===== config.mk =====
export PLATFORM = sky130hd
export DESIGN_NAME = mem_access_unit
export DESIGN_NICKNAME = d
export VERILOG_FILES = /design/src/rtl/mem_if_pkg.sv /design/src/rtl/mem_access_unit.sv
export SDC_FILE = /design/constraint.sdc
export NUM_CORES = 1
export LEC_CHECK = 0
export BUFFER_PORTS_ARGS = -buffer_cell sky130_fd_sc_hd__buf_4
export CAP_MARGIN = 10
export CORE_MARGIN = 1.5
export CORE_UTILIZATION = 46
export CTS_BUF_LIST = sky130_fd_sc_hd__clkbuf_8
export DETAILED_ROUTE_END_ITERATION = 12
export GPL_TIMING_DRIVEN = 0
export HOLD_SLACK_MARGIN = 0.02
export PLACE_DENSITY_LB_ADDON = 0.15
export SLEW_MARGIN = 20
export SYNTH_ARGS = -nofsm -noshare
export SYNTH_HDL_FRONTEND = slang
export SYNTH_SLANG_ARGS = --single-unit
export TNS_END_PERCENT = 5

===== constraint.sdc =====
create_clock -name CLK -period 2.3 [get_ports CLK]
set_input_delay 0.23 -clock CLK [delete_from_list [all_inputs] [get_ports CLK]]
set_output_delay 0.23 -clock CLK [all_outputs]
set_load 0.02 [all_outputs]

===== src/rtl/mem_if_pkg.sv =====
// Shared definitions for the core's data-memory initiator (and the fetch side):
// state encoding, word geometry and byte-address to word-index decode.
package mem_if_pkg;

   localparam int unsigned WORD_BYTES          = 4;
   localparam int unsigned MAU_TIMEOUT_DEFAULT = 16;
   localparam int unsigned ADDR_MAX_W          = 64;
   localparam int unsigned INDEX_MAX_W         = ADDR_MAX_W - 2;

   typedef enum logic [2:0] {
      IDLE,
      WR_ISSUE,
      WR_WAIT,
      RD_ISSUE,
      RD_WAIT,
      RESP
   } mau_state_t;

   typedef struct packed {
      logic                   err;
      logic [INDEX_MAX_W-1:0] index;
   } addr_chk_t;

   // Word index of a byte address, flagging misalignment or any bit above the memory depth.
   function automatic addr_chk_t addr_to_index(input logic [ADDR_MAX_W-1:0] addr,
                                               input int unsigned           index_w);
      addr_chk_t chk;
      chk.index = INDEX_MAX_W'(addr >> $clog2(WORD_BYTES)) &
                  ((INDEX_MAX_W'(1) << index_w) - INDEX_MAX_W'(1));
      chk.err   = (addr[1:0] != 2'b00) || ((addr >> (index_w + 2)) != '0);
      return chk;
   endfunction

endpackage


===== src/rtl/mem_access_unit.sv =====
// Data-memory initiator: issues one load/store at a time, waits for the memory
// strobe (bounded by a timeout) and returns data/completion to the pipeline.
module mem_access_unit
   import mem_if_pkg::*;
#(
   parameter int unsigned DATA_MEM_WIDTH = 3,
   parameter int unsigned ADDR_WIDTH     = 32,
   parameter int unsigned TIMEOUT_CYCLES = MAU_TIMEOUT_DEFAULT
) (
   input  logic                      CLK,
   input  logic                      RST,
   input  logic                      req_valid,
   input  logic                      req_write,
   input  logic [ADDR_WIDTH-1:0]     req_addr,
   input  logic [31:0]               req_wdata,
   output logic                      req_ready,
   output logic                      resp_valid,
   output logic [31:0]               resp_data,
   output logic                      resp_err,
   output logic                      stall,
   output logic                      mem_write_enable,
   output logic [DATA_MEM_WIDTH-1:0] mem_write_index,
   output logic [31:0]               mem_write_data,
   input  logic                      mem_write_ready,
   output logic                      mem_read_enable,
   output logic [DATA_MEM_WIDTH-1:0] mem_read_index,
   input  logic [31:0]               mem_read_data,
   input  logic                      mem_read_valid
);

   localparam int unsigned CNT_W       = 8;
   localparam logic [CNT_W-1:0] TIMEOUT_LIM = CNT_W'(TIMEOUT_CYCLES);

   mau_state_t                state_q, state_d;
   logic [DATA_MEM_WIDTH-1:0] idx_q, idx_d;
   logic [31:0]               wdata_q, wdata_d;
   logic [31:0]               rdata_q, rdata_d;
   logic                      err_q, err_d;
   logic [CNT_W-1:0]          cnt_q, cnt_d;

   addr_chk_t        chk_c;
   logic [CNT_W-1:0] cnt_inc_c;
   logic             timeout_c;
   logic             unused_idx_c;

   assign chk_c        = addr_to_index(ADDR_MAX_W'(req_addr), DATA_MEM_WIDTH);
   assign unused_idx_c = ^chk_c.index;
   assign cnt_inc_c    = cnt_q + CNT_W'(1);
   assign timeout_c    = (cnt_inc_c >= TIMEOUT_LIM);

   always_ff @(posedge CLK) begin
      if (RST) begin
         state_q <= IDLE;
         idx_q   <= '0;
         wdata_q <= '0;
         rdata_q <= '0;
         err_q   <= 1'b0;
         cnt_q   <= '0;
      end else begin
         state_q <= state_d;
         idx_q   <= idx_d;
         wdata_q <= wdata_d;
         rdata_q <= rdata_d;
         err_q   <= err_d;
         cnt_q   <= cnt_d;
      end
   end

   // Next state; a strobe seen in the issue cycle completes immediately, and beats the timeout.
   always_comb begin
      state_d = state_q;
      idx_d   = idx_q;
      wdata_d = wdata_q;
      rdata_d = rdata_q;
      err_d   = err_q;
      cnt_d   = cnt_q;
      unique case (state_q)
         IDLE: begin
            if (req_valid) begin
               cnt_d = '0;
               if (chk_c.err) begin
                  err_d   = 1'b1;
                  state_d = RESP;
               end else begin
                  idx_d   = DATA_MEM_WIDTH'(chk_c.index);
                  wdata_d = req_wdata;
                  state_d = req_write ? WR_ISSUE : RD_ISSUE;
               end
            end
         end
         WR_ISSUE: begin
            if (mem_write_ready) begin
               err_d   = 1'b0;
               state_d = RESP;
            end else begin
               state_d = WR_WAIT;
            end
         end
         WR_WAIT: begin
            cnt_d = cnt_inc_c;
            if (mem_write_ready) begin
               err_d   = 1'b0;
               state_d = RESP;
            end else if (timeout_c) begin
               err_d   = 1'b1;
               state_d = RESP;
            end
         end
         RD_ISSUE: begin
            if (mem_read_valid) begin
               rdata_d = mem_read_data;
               err_d   = 1'b0;
               state_d = RESP;
            end else begin
               state_d = RD_WAIT;
            end
         end
         RD_WAIT: begin
            cnt_d = cnt_inc_c;
            if (mem_read_valid) begin
               rdata_d = mem_read_data;
               err_d   = 1'b0;
               state_d = RESP;
            end else if (timeout_c) begin
               err_d   = 1'b1;
               state_d = RESP;
            end
         end
         RESP: begin
            err_d   = 1'b0;
            state_d = IDLE;
         end
         default: state_d = IDLE;
      endcase
   end

   assign req_ready        = (state_q == IDLE);
   assign resp_valid       = (state_q == RESP);
   assign resp_data        = rdata_q;
   assign resp_err         = err_q;
   assign stall            = req_valid && !(state_q == IDLE && chk_c.err) && (state_q != RESP);
   assign mem_write_enable = (state_q == WR_ISSUE);
   assign mem_write_index  = idx_q;
   assign mem_write_data   = wdata_q;
   assign mem_read_enable  = (state_q == RD_ISSUE);
   assign mem_read_index   = idx_q;

endmodule


# == After elaboration in Yosys (flattened, before gate mapping) ==
# Index checks and enable logic that the tools add are counted.
# totals
out_inout_bits,76
elab_cells,54
ff_bits,79
# classes
n_reduce_logical,16
n_bitwise,1
eq_ne,10
n_mux,19
magnitude_cmp,1
add_sub_neg,1
# ops
operator,count
64-bit nonzero test,1
3-bit two-way mux,6
8-bit one-hot mux with 2 select lines,1
3-bit one-hot mux with 5 select lines,1
8-bit by 1-bit adder with 8-bit output (second input constant),1
8-bit by 5-bit greater-or-equal comparator with 1-bit output (second input constant),1
1-bit two-way mux,8
8-bit two-way mux,1
3-bit by 2-bit == test with 1-bit output (second input constant),2
3-bit == test (second input constant),2
2-bit by 1-bit != test with 1-bit output (second input constant),3
1-bit one-hot mux with 6 select lines,1
6-bit nonzero test,1
5-bit AND reduction,1
2-bit AND reduction,2
2-bit nonzero test,2
2-bit OR reduction,2
3-bit by 1-bit == test with 1-bit output (second input constant),1
1-bit logical AND,3
3-bit zero test,1
3-bit != test (second input constant),1
3-bit AND reduction,1
2-bit two-way mux,1
2-bit != test (second input constant),1
3 further kinds,3

# == Logic depth before layout (Yosys ltp) ==
# Gate-level depths: netlist of the first run.
# depth
depth_word,6
depth_mapped,8

# == Worst setup path after synthesis of the first run ==
# OpenSTA, ideal clock, no wires.
# synth_path
path_kind,reg-to-reg
startpoint,register state_q[2]
endpoint,register wdata_q[26] (netlist: mem_write_data[26])
synth_period_minus_slack_ns,1.684
path_stages_with_launch,9
arrival_ns,1.557
path_buffers,2
setup_slack_ns,0.616
path_cell_list,dfxtp_1 > or3_4 > clkinv_2 > nand2_1 > nor3_2 > buf_6 > buf_12 > mux2i_1 > nor2_1
# synth_via
elab_chain_len,2
# synth_lines
element,line,text
start: declaration,mem_access_unit.sv:34,"mau_state_t state_q, state_d;"
start signal: assignment,mem_access_unit.sv:60,state_q <= state_d;
3-bit zero test,-,
via req_ready,mem_access_unit.sv:16,"output logic req_ready,"
3-bit AND reduction (no line),-,
end signal: assignment,mem_access_unit.sv:62,wdata_q <= wdata_d;
end: declaration,mem_access_unit.sv:36,"logic [31:0] wdata_q, wdata_d;"
# The timed path passes the listed nets, and every way through them passes these cells.
# A chain may end at the register's enable or synchronous reset.

# == Worst setup path in the final report of the first run ==
# layout_path
startpoint,register state_q[2]
endpoint,register wdata_q[20] (netlist: mem_write_data[20])
# layout_via
elab_chain_len,2
# layout_lines
element,line,text
3-bit zero test,mem_access_unit.sv:77,unique case (state_q)
3-bit AND reduction (no line),-,
# No other way between the ends.

==> summary.txt, run 1 <==
Setup path
  – Critical Path Source Type: register
  – CP max stage cell: or3_4
  – Crit path kind: reg -> reg
  – Crit Path Max Fanout: 10
  – Crit-path leading delay family: simple AND/OR/NAND/NOR gates
  – Worst path max stage delay: 420 ps
  – Cells along the critical path: or3_4 > clkinv_2 > nand2_1 > nor3_2 > buf_6 > buf_12 > mux2i_1 > nor2_1
  – Buf/Inv on CP: 3
  – CP Capture Type: register
  – Critical Path RT: 2510 ps
  – CP arrival: 2050 ps

Power and ir drop
  – Combinational power share: 29.4%
  – NetSw: 1230 uW
  – Lkg Pwr: 0.00210 uW
  – Internal power: 2570 uW
  – Clock power share: 29.7%
  – Switch share: 32.5%
  – Max IR drop VDD: 512 uV
  – Pwr Density: 772 mW/mm^2
  – Sequential power share: 40.9%

Timing
  – Slew HR: 61.3%
  – Final setup viols: 0
  – Worst-Margin Slew: 575 ps
  – F_max: 544 MHz
  – Setup WS post-layout: 461 ps
  – Skew final: 17.7 ps
  – Total negative setup slack: 0 ps
  – RSZ-0062 raised after global routing: false
  – Final period util: 79.9%
  – Final hold violation count: 0
  – Hold WS: 117 ps
  – Min Tclk post-route: 1840 ps
  – Final Slew Violations: 0

Synth
  – Post-Syn Area: 0.00326 mm^2
  – Yosys reg bits: 79
  – Post-synthesis sequential area ratio: 48.5%
  – Synth warn: 0
  – Syn Inst Count: 376
  – Synth cell types: 41
  – Post-Syn Area per Cell: 8.68 um^2
  – Syn_nets: 479

Clocking
  – TritonCTS Buffers: 9
  – H-tree Lvls: 3
  – Clock slew at reported path FFs: 90 ps
  – Postcts setup bufs: 0
  – PostCTS Resize Cnt: 0
  – CTS root buf: clkbuf_8
  – # hold bufs at CTS: 0
  – Clk sinks: 79
  – Worst skew pair latency: 350 ps
  – Max clock buf depth: 2
  – TritonCTS clock tree: built

Floorplan
  – Die ar.: 0.00761 mm^2
  – Chip width: 87.2 um
  – Initial Util: 47.8%
  – Die Y: 87.2 um
  – Io pins: 178
  – Area of the core: 0.00683 mm^2
  – # rows: 30

GRT
  – Global routing's busiest layer: met2
  – Initial antenna violation count: 0
  – Pin count of the biggest net entering global routing: 15
  – Global routing usage on met2: 38.8%
  – Met3 Usage GRT: 6.64%
  – First-pass GRT wire length: 13900 um
  – Total grt overflow: 0
  – Vias in the first global route: 3072
  – Total GRT Usage: 22.9%
  – Met1 Usage GRT: 28.3%

Routing
  – Routed WL: 8740 um
  – Via/cell ratio: 4.98
  – Via count: 3305
  – DR DRC count: 0
  – Iter 0 DRT Violations: 145
  – Antenna Nets Post-Route: 0
  – WL per Instance: 13.2 um
  – TritonRoute pass-1 iters: 4

Final layout
  – N_diodes: 0
  – Layout cells sized above 1: 36.6%
  – Syn-to-layout area delta: 50.9%
  – Layout Nets: 666
  – # fillers: 562

Status
  – Status: finished, final reports clean

Place
  – Setup slack at placement: 418 ps
  – Routability congestion estimate from global placement: 0.852
  – HPWL Detailed: 6620 um
  – Port Buf Inserts: 176

Run
  – Max-cap violations: 0

Min path
  – Hold WC Path Type: in -> reg
==> cells in the mapped netlist <==
cell type	count	area, um^2
a211oi_1	4	30.0
a21boi_1	1	7.51
a21o_1	1	7.51
a21oi_1	42	210
a221oi_1	1	8.76
a22oi_1	1	7.51
a311oi_1	2	17.5
a31oi_1	1	6.26
and2_1	2	12.5
and3_1	2	12.5
buf_12	3	60.1
buf_2	6	30.0
buf_4	3	22.5
buf_6	1	11.3
clkbuf_1	13	48.8
clkinv_2	1	5.00
dfxtp_1	79	1580
ha_1	1	12.5
inv_1	2	7.51
mux2i_1	37	370
nand2_1	70	263
nand2b_1	3	18.8
nand3_1	3	15.0
nand4_1	4	25.0
nand4b_1	1	8.76
nor2_1	50	188
nor2b_1	2	12.5
nor3_1	9	45.0
nor3_2	1	10.0
nor3b_1	1	7.51
nor4_1	7	43.8
nor4b_1	1	8.76
o211a_1	1	10.0
o21a_1	2	15.0
o21ai_0	6	30.0
o21ai_1	2	10.0
o31a_1	3	26.3
o31ai_1	2	15.0
or3_1	2	12.5
or3_4	1	11.3
xor2_1	2	17.5
==> worst paths after layout <==
| kind | start | end | slack (ps) | cells after the start |
|---|---|---|---|---|
| worst max-delay path | state_q[2]$_SDFFE_PP0P_ | mem_write_data[20]$_SDFFE_PP0P_ | 460 | 8 |
| worst min register to register | resp_data[28]$_SDFFE_PP0P_ | resp_data[28]$_SDFFE_PP0P_ | 460 | 2 |
| worst max register to register | state_q[2]$_SDFFE_PP0P_ | mem_write_data[20]$_SDFFE_PP0P_ | 460 | 8 |
| worst min-delay path | req_valid | cnt_q[2]$_SDFFE_PP0P_ | 120 | 2 |
==> layout make-up <==
| class | instances | area, um^2 | area share (%) |
|---|---|---|---|
| flip-flops and latches | 79 | 1580 | 32.1 |
| multi-input cells | 268 | 1500 | 30.4 |
| repair buffers | 176 | 1320 | 26.8 |
| plain buffers | 26 | 173 | 3.51 |
| clock buffers | 9 | 124 | 2.52 |
| well taps | 96 | 120 | 2.44 |
| clock inverters | 7 | 95.1 | 1.93 |
| inverters | 3 | 12.5 | 0.254 |
==> through the flow <==
stage / total power [uW] / std cells / area [um^2] / utilization [%]
final: 3800 / 664 / 4920 / 72.1
after CTS: 3820 / 664 / 4920 / 72.1
after global routing: 4000 / 664 / 4920 / 72.1
after detailed placement: 2690 / 648 / 4700 / 68.9
after global placement: 2660 / 648 / 4700 / 68.9
after floorplan: 2240 / 376 / 3260 / -
==> layer usage <==
layer,vias up,wire length (um)
li1,1665,-
met1,1515,3710
met2,115,4330
met3,10,587
met4,0,110
met5,-,0
==> cells by family after synthesis <==
group | share of synthesized area (%)
AO/OA/AOI/OAI | 12.3
XOR/XNOR | 0.537
adder cells (fa/ha/maj) | 0.383
buffers and inverters | 5.67
flip-flops | 48.5
multiplexers | 11.3
AND/OR/NAND/NOR | 21.3
==> power by group through the flow <==
| stage | sequential (uW) | clock, uW | combinational, uW |
|---|---|---|---|
| 6_report | 1560 | 1130 | 1120 |
| 5_1_grt | 1570 | 1200 | 1230 |
| 4_1_cts | 1560 | 1150 | 1110 |
| 3_5_place_dp | 1590 | 0 | 1110 |
| 3_3_place_gp | 1580 | 0 | 1080 |
| 2_1_floorplan | 1670 | 0 | 571 |
==> sequential cells by signal (all words and copies together) (netlist names) <==
signal          cells
cnt_q               8
resp_err            1
mem_write_data     32
state_q             3
mem_read_index      3
resp_data          32
==> placed cells by master, fill, tap and decap left out, types with 3 or more instances in the layout <==
cell,netlist,final
nand2_1,70,70
mux2i_1,37,37
clkbuf_1,13,13
clkbuf_8,0,9
nand4_1,4,4
nor3_1,9,9
buf_12,3,3
nor4_1,7,7
o21ai_0,6,6
a21oi_1,42,42
dfxtp_1,79,79
clkinv_2,1,3
nand2b_1,3,3
buf_4,3,179
o31a_1,3,3
buf_2,6,6
nor2_1,50,50
nand3_1,3,3
a211oi_1,4,4
No activity file was read; power rests on OpenSTA's default activity.
==> inputs of run 2 (changes only) <==
ABC_AREA = 1   (was unset)
CORE_UTILIZATION = 42   (was 46)
clock period = 1.58 ns   (was 2.3 ns; I/O delays follow)
==> summary.txt, run 2 <==
Setup path
  – CP max stage cell: dfxtp_1 (was or3_4)
  – Critical Path RT: 1420 ps (was 2510 ps)
  – Stages on worst setup path: 4 (was 8)
  – Critical Path Source Type: register (unchanged)
  – Flop2flop setup slack: 110 ps (was 460 ps)
  – Crit path kind: reg -> out (was reg -> reg)
  – Cells along the critical path: inv_2 > nor3_1 > nor3_2 > buf_4 (was or3_4 > clkinv_2 > nand2_1 > nor3_2 > buf_6 > buf_12 > mux2i_1 > nor2_1)
  – CP Capture Type: primary output (was register)
  – Crit-path leading delay family: flip-flops (was simple AND/OR/NAND/NOR gates)
  – CP arrival: 1360 ps (was 2050 ps)
  – Crit Path Max Fanout: 3 (was 10)
  – Worst path max stage delay: 390 ps (was 420 ps)
  – Reg2Reg Depth: 8 (unchanged)
  – Buf/Inv on CP: 2 (was 3)

Clocking
  – Clock slew at reported path FFs: 90 ps (about the same)
  – Worst skew pair latency: 340 ps (was 350 ps)
  – Clk sinks: 79 (unchanged)
  – Max clock buf depth: 2 (unchanged)
  – CTS root buf: clkbuf_8 (unchanged)
  – TritonCTS Buffers: 9 (unchanged)
  – H-tree Lvls: 3 (unchanged)
  – TritonCTS clock tree: built (unchanged)

Final layout
  – Most common cell after layout, fill and taps aside: buf_4 (unchanged)
  – N_diodes: 0 (unchanged)
  – Layout Nets: 820 (was 666)
  – Layout cells sized above 1: 32.7% (was 36.6%)
  – Final std cells w/o fill: 824 (was 664)
  – Most frequent cells in the layout: buf_4 (183), nor2_1 (161), nand2_1 (122) (was buf_4 (179), dfxtp_1 (79), nand2_1 (70))
  – Post-layout instance area: 0.00528 mm^2 (was 0.00492 mm^2)
  – Syn-to-layout area delta: 53.4% (was 50.9%)
  – # fillers: 686 (was 562)
  – Final core utilization: 67.6% (was 72.1%)

Timing
  – Final setup viols: 0 (unchanged)
  – Slew HR: 69.9% (was 61.3%)
  – Final hold violation count: 0 (unchanged)
  – Setup WS post-layout: 66.5 ps (was 461 ps)
  – RSZ-0062 raised after global routing: true (was false)
  – Worst-Margin Slew: 452 ps (was 575 ps)
  – Skew final: 5.94 ps (was 17.7 ps)
  – Final Slew Violations: 0 (unchanged)
  – F_max: 661 MHz
  – Min Tclk post-route: 1510 ps
  – Final period util: 95.8%

Synth
  – Yosys reg bits: 79 (unchanged)
  – Main synth FF type: dfxtp_1 (unchanged)
  – Async SR Flop Fraction: 0% (unchanged)
  – Post-Syn Area per Cell: 6.65 um^2 (was 8.68 um^2)
  – Synth top area cells: dfxtp_1 (46%), nor2_1 (18%), nand2_1 (13%) (was dfxtp_1 (48%), mux2i_1 (11%), nand2_1 (8.1%))
  – Synth top cells by count: nor2_1 (167), nand2_1 (122), dfxtp_1 (79), inv_1 (49), o21ai_0 (32) (was dfxtp_1 (79), nand2_1 (70), nor2_1 (50), a21oi_1 (42), mux2i_1 (37))
  – Post-Syn Area: 0.00344 mm^2 (was 0.00326 mm^2)
  – Most frequent cell after synthesis: nor2_1 (was dfxtp_1)
  – Synth cell types: 27 (was 41)
  – Post-synthesis sequential area ratio: 46.0% (was 48.5%)
  – Synth warn: 0 (unchanged)
  – EDFF count, synth: 0 (unchanged)
  – Syn Inst Count: 517 (was 376)
  – Top cell type by total area after synthesis: dfxtp_1 (unchanged)
  – Synth top area share: 46.0% (was 48.5%)
  – Syn_nets: 620 (was 479)

Run
  – Max-cap violations: 0 (unchanged)

Routing
  – Via count: 3818 (was 3305)
  – Iter 0 DRT Violations: 118 (was 145)
  – Antenna Nets Post-Route: 0 (unchanged)
  – TritonRoute pass-1 iters: 4 (unchanged)
  – Via/cell ratio: 4.63 (was 4.98)
  – DR DRC count: 0 (unchanged)
  – Routed WL: 9840 um (was 8740 um)
  – WL per Instance: 11.9 um (was 13.2 um)

Min path
  – WHS Path Cells: 3 (was 2)
  – Hold WC Path Type: in -> reg (unchanged)

Place
  – HPWL Detailed: 7330 um (was 6620 um)
  – DP Cell Count: 796 (was 648)
  – Port Buf Inserts: 177 (was 176)
  – Routability congestion estimate from global placement: 0.895 (was 0.852)
  – Setup slack at placement: -29.9 ps (was 418 ps)
  – Post-DP Area: 0.00490 mm^2 (was 0.00470 mm^2)

Status
  – Status: finished, final reports clean (unchanged)

Floorplan
  – Die ar.: 0.00874 mm^2 (was 0.00761 mm^2)
  – Area of the core: 0.00781 mm^2 (was 0.00683 mm^2)
  – Initial Util: 44.1% (was 47.8%)
  – # rows: 32 (was 30)
  – Chip width: 93.5 um (was 87.2 um)
  – Io pins: 178 (unchanged)
  – Die Y: 93.5 um (was 87.2 um)

GRT
  – First-pass GRT wire length: 15800 um (was 13900 um)
  – Pin count of the biggest net entering global routing: 15 (unchanged)
  – Total GRT Usage: 22.6% (was 22.9%)
  – Total grt overflow: 0 (unchanged)
  – Initial antenna violation count: 0 (unchanged)
  – Vias in the first global route: 3655 (was 3072)

Power and ir drop
  – Total power: 5960 uW (was 3800 uW)
  – Pwr Density: 1130 mW/mm^2 (was 772 mW/mm^2)
  – Lkg Pwr: 0.00281 uW (was 0.00210 uW)
  – Max IR drop VDD: 894 uV (was 512 uV)
## run 2: through the flow
| stage | hold WS [ps] | TNS (ps) |
|---|---|---|
| CTS | 20.2 | -0.137 |
| finish | 33.1 | 0 |
| floorplan | 227 | 0 |
| global route | 23.1 | -105 |
| detailed placement | 386 | -59.0 |
| global placement | 378 | 0 |
## run 2: layout make-up
type | count | area [um^2] | share of cell area [%]
inverter | 53 | 201 | 3.82
sequential | 79 | 1590 | 30.1
timing repair buffer | 189 | 1450 | 27.4
clock buffer | 9 | 124 | 2.35
tap | 102 | 128 | 2.42
clock inverter | 7 | 71.3 | 1.35
buffer | 23 | 165 | 3.13
multi-input combinational | 362 | 1550 | 29.4
## run 2: kinds of logic (layout without fill, tap and decap cells)
logic type	Yosys count	count (layout)	synth area share (%)
AOI/OAI and AO/OA	47	47	6.91
xor gates and xnor gates	1	1	0.255
adders and majority gates	1	1	0.364
buffers and inverters	76	281	10.4
DFF	79	79	46.0
and+or+nand+nor	313	313	36.1
## run 2: worst paths after layout
check / start / end
max: state_q[0]$_SDFFE_PP0P_ / stall
min: req_wdata[2] / mem_write_data[2]$_SDFFE_PP0P_
max reg2reg: state_q[1]$_SDFFE_PP0P_ / mem_write_data[29]$_SDFFE_PP0P_
min reg2reg: cnt_q[7]$_SDFFE_PP0P_ / cnt_q[7]$_SDFFE_PP0P_
## run 2: worst min-delay path, delay by kind of cell
kind / cells / cell delay [ps]
and+or+nand+nor: 2 / 110
buffers and inverters: 1 / 80
## run 2: metal layers
layer | global-route usage, % | share of wire [%]
met1 | 24.4 | 40
met2 | 40.7 | 49
met3 | 6.83 | 9.7
met4 | 9.09 | 1.0
met5 | 0 | 0
## run 2: repair_timing
| item | 4_1_cts | 5_1_grt |
|---|---|---|
| endpoints found under the setup margin | 4 | 38 |
| buffers inserted | 1 | 0 |
| hold endpoints to repair | 11 | 0 |
| hold buffers | 11 | 0 |
| resized for setup | 5 | 27 |
| gates cloned | 0 | 0 |
| pin swaps | 1 | 4 |
## run 2: report_power, final
part / total, uW / internal [uW] / switching, uW
Clock: 1490 / 733 / 762
Sequential: 2410 / 2240 / 169
Combinational: 2060 / 852 / 1210
==> inputs of run 3 (changes only) <==
CORE_MARGIN = 5   (was 1.5)
==> summary.txt, run 3 (synthesis gave the netlist of run 2 again) <==
Routing
  – Top Metal Used: met4 (unchanged)
  – Via/cell ratio: 4.60 (was 4.63)
  – Met2 WL: 5030 um (was 4870 um)
  – Antenna Nets Post-Route: 0 (unchanged)
  – WL per Instance: 12.4 um (was 11.9 um)
  – Routed WL: 10400 um (was 9840 um)
  – Met1 WL: 4200 um (was 3920 um)
  – DR DRC count: 0 (unchanged)
  – Iter 0 DRT Violations: 78 (was 118)
  – Via count: 3869 (was 3818)
  – TritonRoute pass-1 iters: 4 (unchanged)
  – WL met3: 1080 um (was 957 um)

GRT
  – Vias in the first global route: 3693 (was 3655)
  – Total GRT Usage: 20.2% (was 22.6%)
  – Total grt overflow: 0 (unchanged)
  – Initial antenna violation count: 0 (unchanged)
  – First-pass GRT wire length: 16600 um (was 15800 um)
  – Pin count of the biggest net entering global routing: 14 (was 15)

Final layout
  – Layout cells sized above 1: 32.1% (was 32.7%)
  – Area occupied by registers: 0.00159 mm^2 (about the same)
  – Layout Nets: 834 (was 820)
  – Syn-to-layout area delta: 58.2% (was 53.4%)
  – Multi-input gate area: 0.00154 mm^2 (was 0.00155 mm^2)
  – Most common cell after layout, fill and taps aside: buf_4 (unchanged)
  – N_diodes: 0 (unchanged)
  – Most frequent cells in the layout: buf_4 (185), nor2_1 (161), nand2_1 (122) (was buf_4 (183), nor2_1 (161), nand2_1 (122))
  – # fillers: 710 (was 686)

Floorplan
  – # rows: 33 (was 32)
  – Initial Util: 42.5% (was 44.1%)
  – Die ar.: 0.0101 mm^2 (was 0.00874 mm^2)
  – Area of the core: 0.00809 mm^2 (was 0.00781 mm^2)
  – Chip width: 100 um (was 93.5 um)
  – Io pins: 178 (unchanged)
  – Die Y: 100 um (was 93.5 um)

Clocking
  – TritonCTS Buffers: 9 (unchanged)
  – H-tree Lvls: 3 (unchanged)
  – CTS root buf: clkbuf_8 (unchanged)
  – Clock slew at reported path FFs: 90 ps (about the same)
  – Max clock buf depth: 2 (unchanged)
  – TritonCTS clock tree: built (unchanged)
  – Clk sinks: 79 (unchanged)
  – Worst skew pair latency: 350 ps (was 340 ps)

Timing
  – Setup WS post-layout: 52.0 ps (was 66.5 ps)
  – Final hold violation count: 0 (unchanged)
  – Hold WS: 28.9 ps (was 33.1 ps)
  – Final period util: 96.7% (was 95.8%)
  – Slew HR: 67.8% (was 69.9%)
  – F_max: 654 MHz (was 661 MHz)
  – Final setup viols: 0 (unchanged)
  – Worst-Margin Slew: 483 ps (was 452 ps)
  – Final Slew Violations: 0 (unchanged)
  – RSZ-0062 raised after global routing: true (unchanged)
  – Skew final: 8.88 ps (was 5.94 ps)
  – Min Tclk post-route: 1530 ps (was 1510 ps)

Place
  – Port Buf Inserts: 177 (unchanged)
  – Setup slack at placement: -64.7 ps (was -29.9 ps)
  – HPWL Detailed: 7780 um (was 7330 um)
  – Routability congestion estimate from global placement: 0.874 (was 0.895)

Status
  – Status: finished, final reports clean (unchanged)

Setup path
  – Cells along the critical path: inv_2 > nand2_4 > nor2_4 > inv_1 > nor2_2 > nor3_2 > buf_4 (was inv_2 > nor3_1 > nor3_2 > buf_4)
  – Crit Path Max Fanout: 4 (was 3)
  – Worst path max stage delay: 360 ps (was 390 ps)
  – Crit-path leading delay family: flip-flops (unchanged)
  – Critical Path Source Type: register (unchanged)
  – Critical Path RT: 1420 ps (about the same)
  – Crit path kind: reg -> out (unchanged)
  – CP max stage cell: dfxtp_4 (was dfxtp_1)
  – CP arrival: 1370 ps (was 1360 ps)
  – Buf/Inv on CP: 3 (was 2)
  – CP Capture Type: primary output (unchanged)

Power and ir drop
  – Total power: 6340 uW (was 5960 uW)
  – Pwr Density: 1160 mW/mm^2 (was 1130 mW/mm^2)
  – Lkg Pwr: 0.00289 uW (was 0.00281 uW)
  – Max IR drop VDD: 1060 uV (was 894 uV)

Run
  – Max-cap violations: 0 (unchanged)

Min path
  – Hold WC Path Type: in -> reg (unchanged)
[run 3: cell types whose count changed in the layout (fill, tap and decap cells not counted), sizes merged]
cell / before / now
buf: 193 / 197
bufinv: 1 / 3
clkbuf: 17 / 16
clkinvlp: 2 / 1
dlygate4sd3: 11 / 22
inv: 55 / 54
[run 3: area by class of cell]
type | count | area share, %
flip-flops and latches | 79 | 29.2
repair buffers | 203 | 29.0
multi-input cells | 362 | 28.4
inverters | 53 | 3.66
plain buffers | 23 | 2.94
well taps | 105 | 2.41
clock buffers | 9 | 2.28
clock inverters | 7 | 2.09
[run 3: metal layers]
metal / up-vias / global-route usage (%)
met3: 11 / 8.51
met5: - / 0
met2: 140 / 34.0
met4: 0 / 6.11
li1: 1984 / -
met1: 1734 / 23.4
[run 3: what timing repair did]
item,CTS,global route
pin swaps,1,4
resized for setup,3,23
hold buffers,20,2
buffers inserted,1,3
setup endpoints to repair,5,36
hold endpoints to repair,20,2
[run 3: where the power goes]
part / internal [uW] / switching, uW
Clock: 1040 / 747
Combinational: 901 / 1240
Sequential: 2250 / 162
[run 3: final timing paths]
| kind | start | endpoint | slack (ps) | cells after the start |
|---|---|---|---|---|
| worst max-delay path | state_q[1]$_SDFFE_PP0P_ | stall | 50 | 7 |
| worst min-delay path | req_wdata[17] | mem_write_data[17]$_SDFFE_PP0P_ | 30 | 3 |
| worst max register to register | state_q[2]$_SDFFE_PP0P_ | resp_data[21]$_SDFFE_PP0P_ | 70 | 9 |
| worst min register to register | cnt_q[7]$_SDFFE_PP0P_ | cnt_q[7]$_SDFFE_PP0P_ | 480 | 2 |
[run 3: worst min-delay path: stages]
cell and delay (ps):
buf_4 80, nor2_1 30, nor2_1 80
[run 3: metrics by stage]
step | cells | TNS [ps] | area (um^2) | util (%)
detailed placement | 799 | -109 | 4900 | 60.5
finish | 841 | 0 | 5440 | 67.2
global placement | 799 | 0 | 4900 | 60.5
CTS | 836 | -14.4 | 5350 | 66.2
floorplan | 517 | 0 | 3440 | -
global route | 841 | -860 | 5440 | 67.2
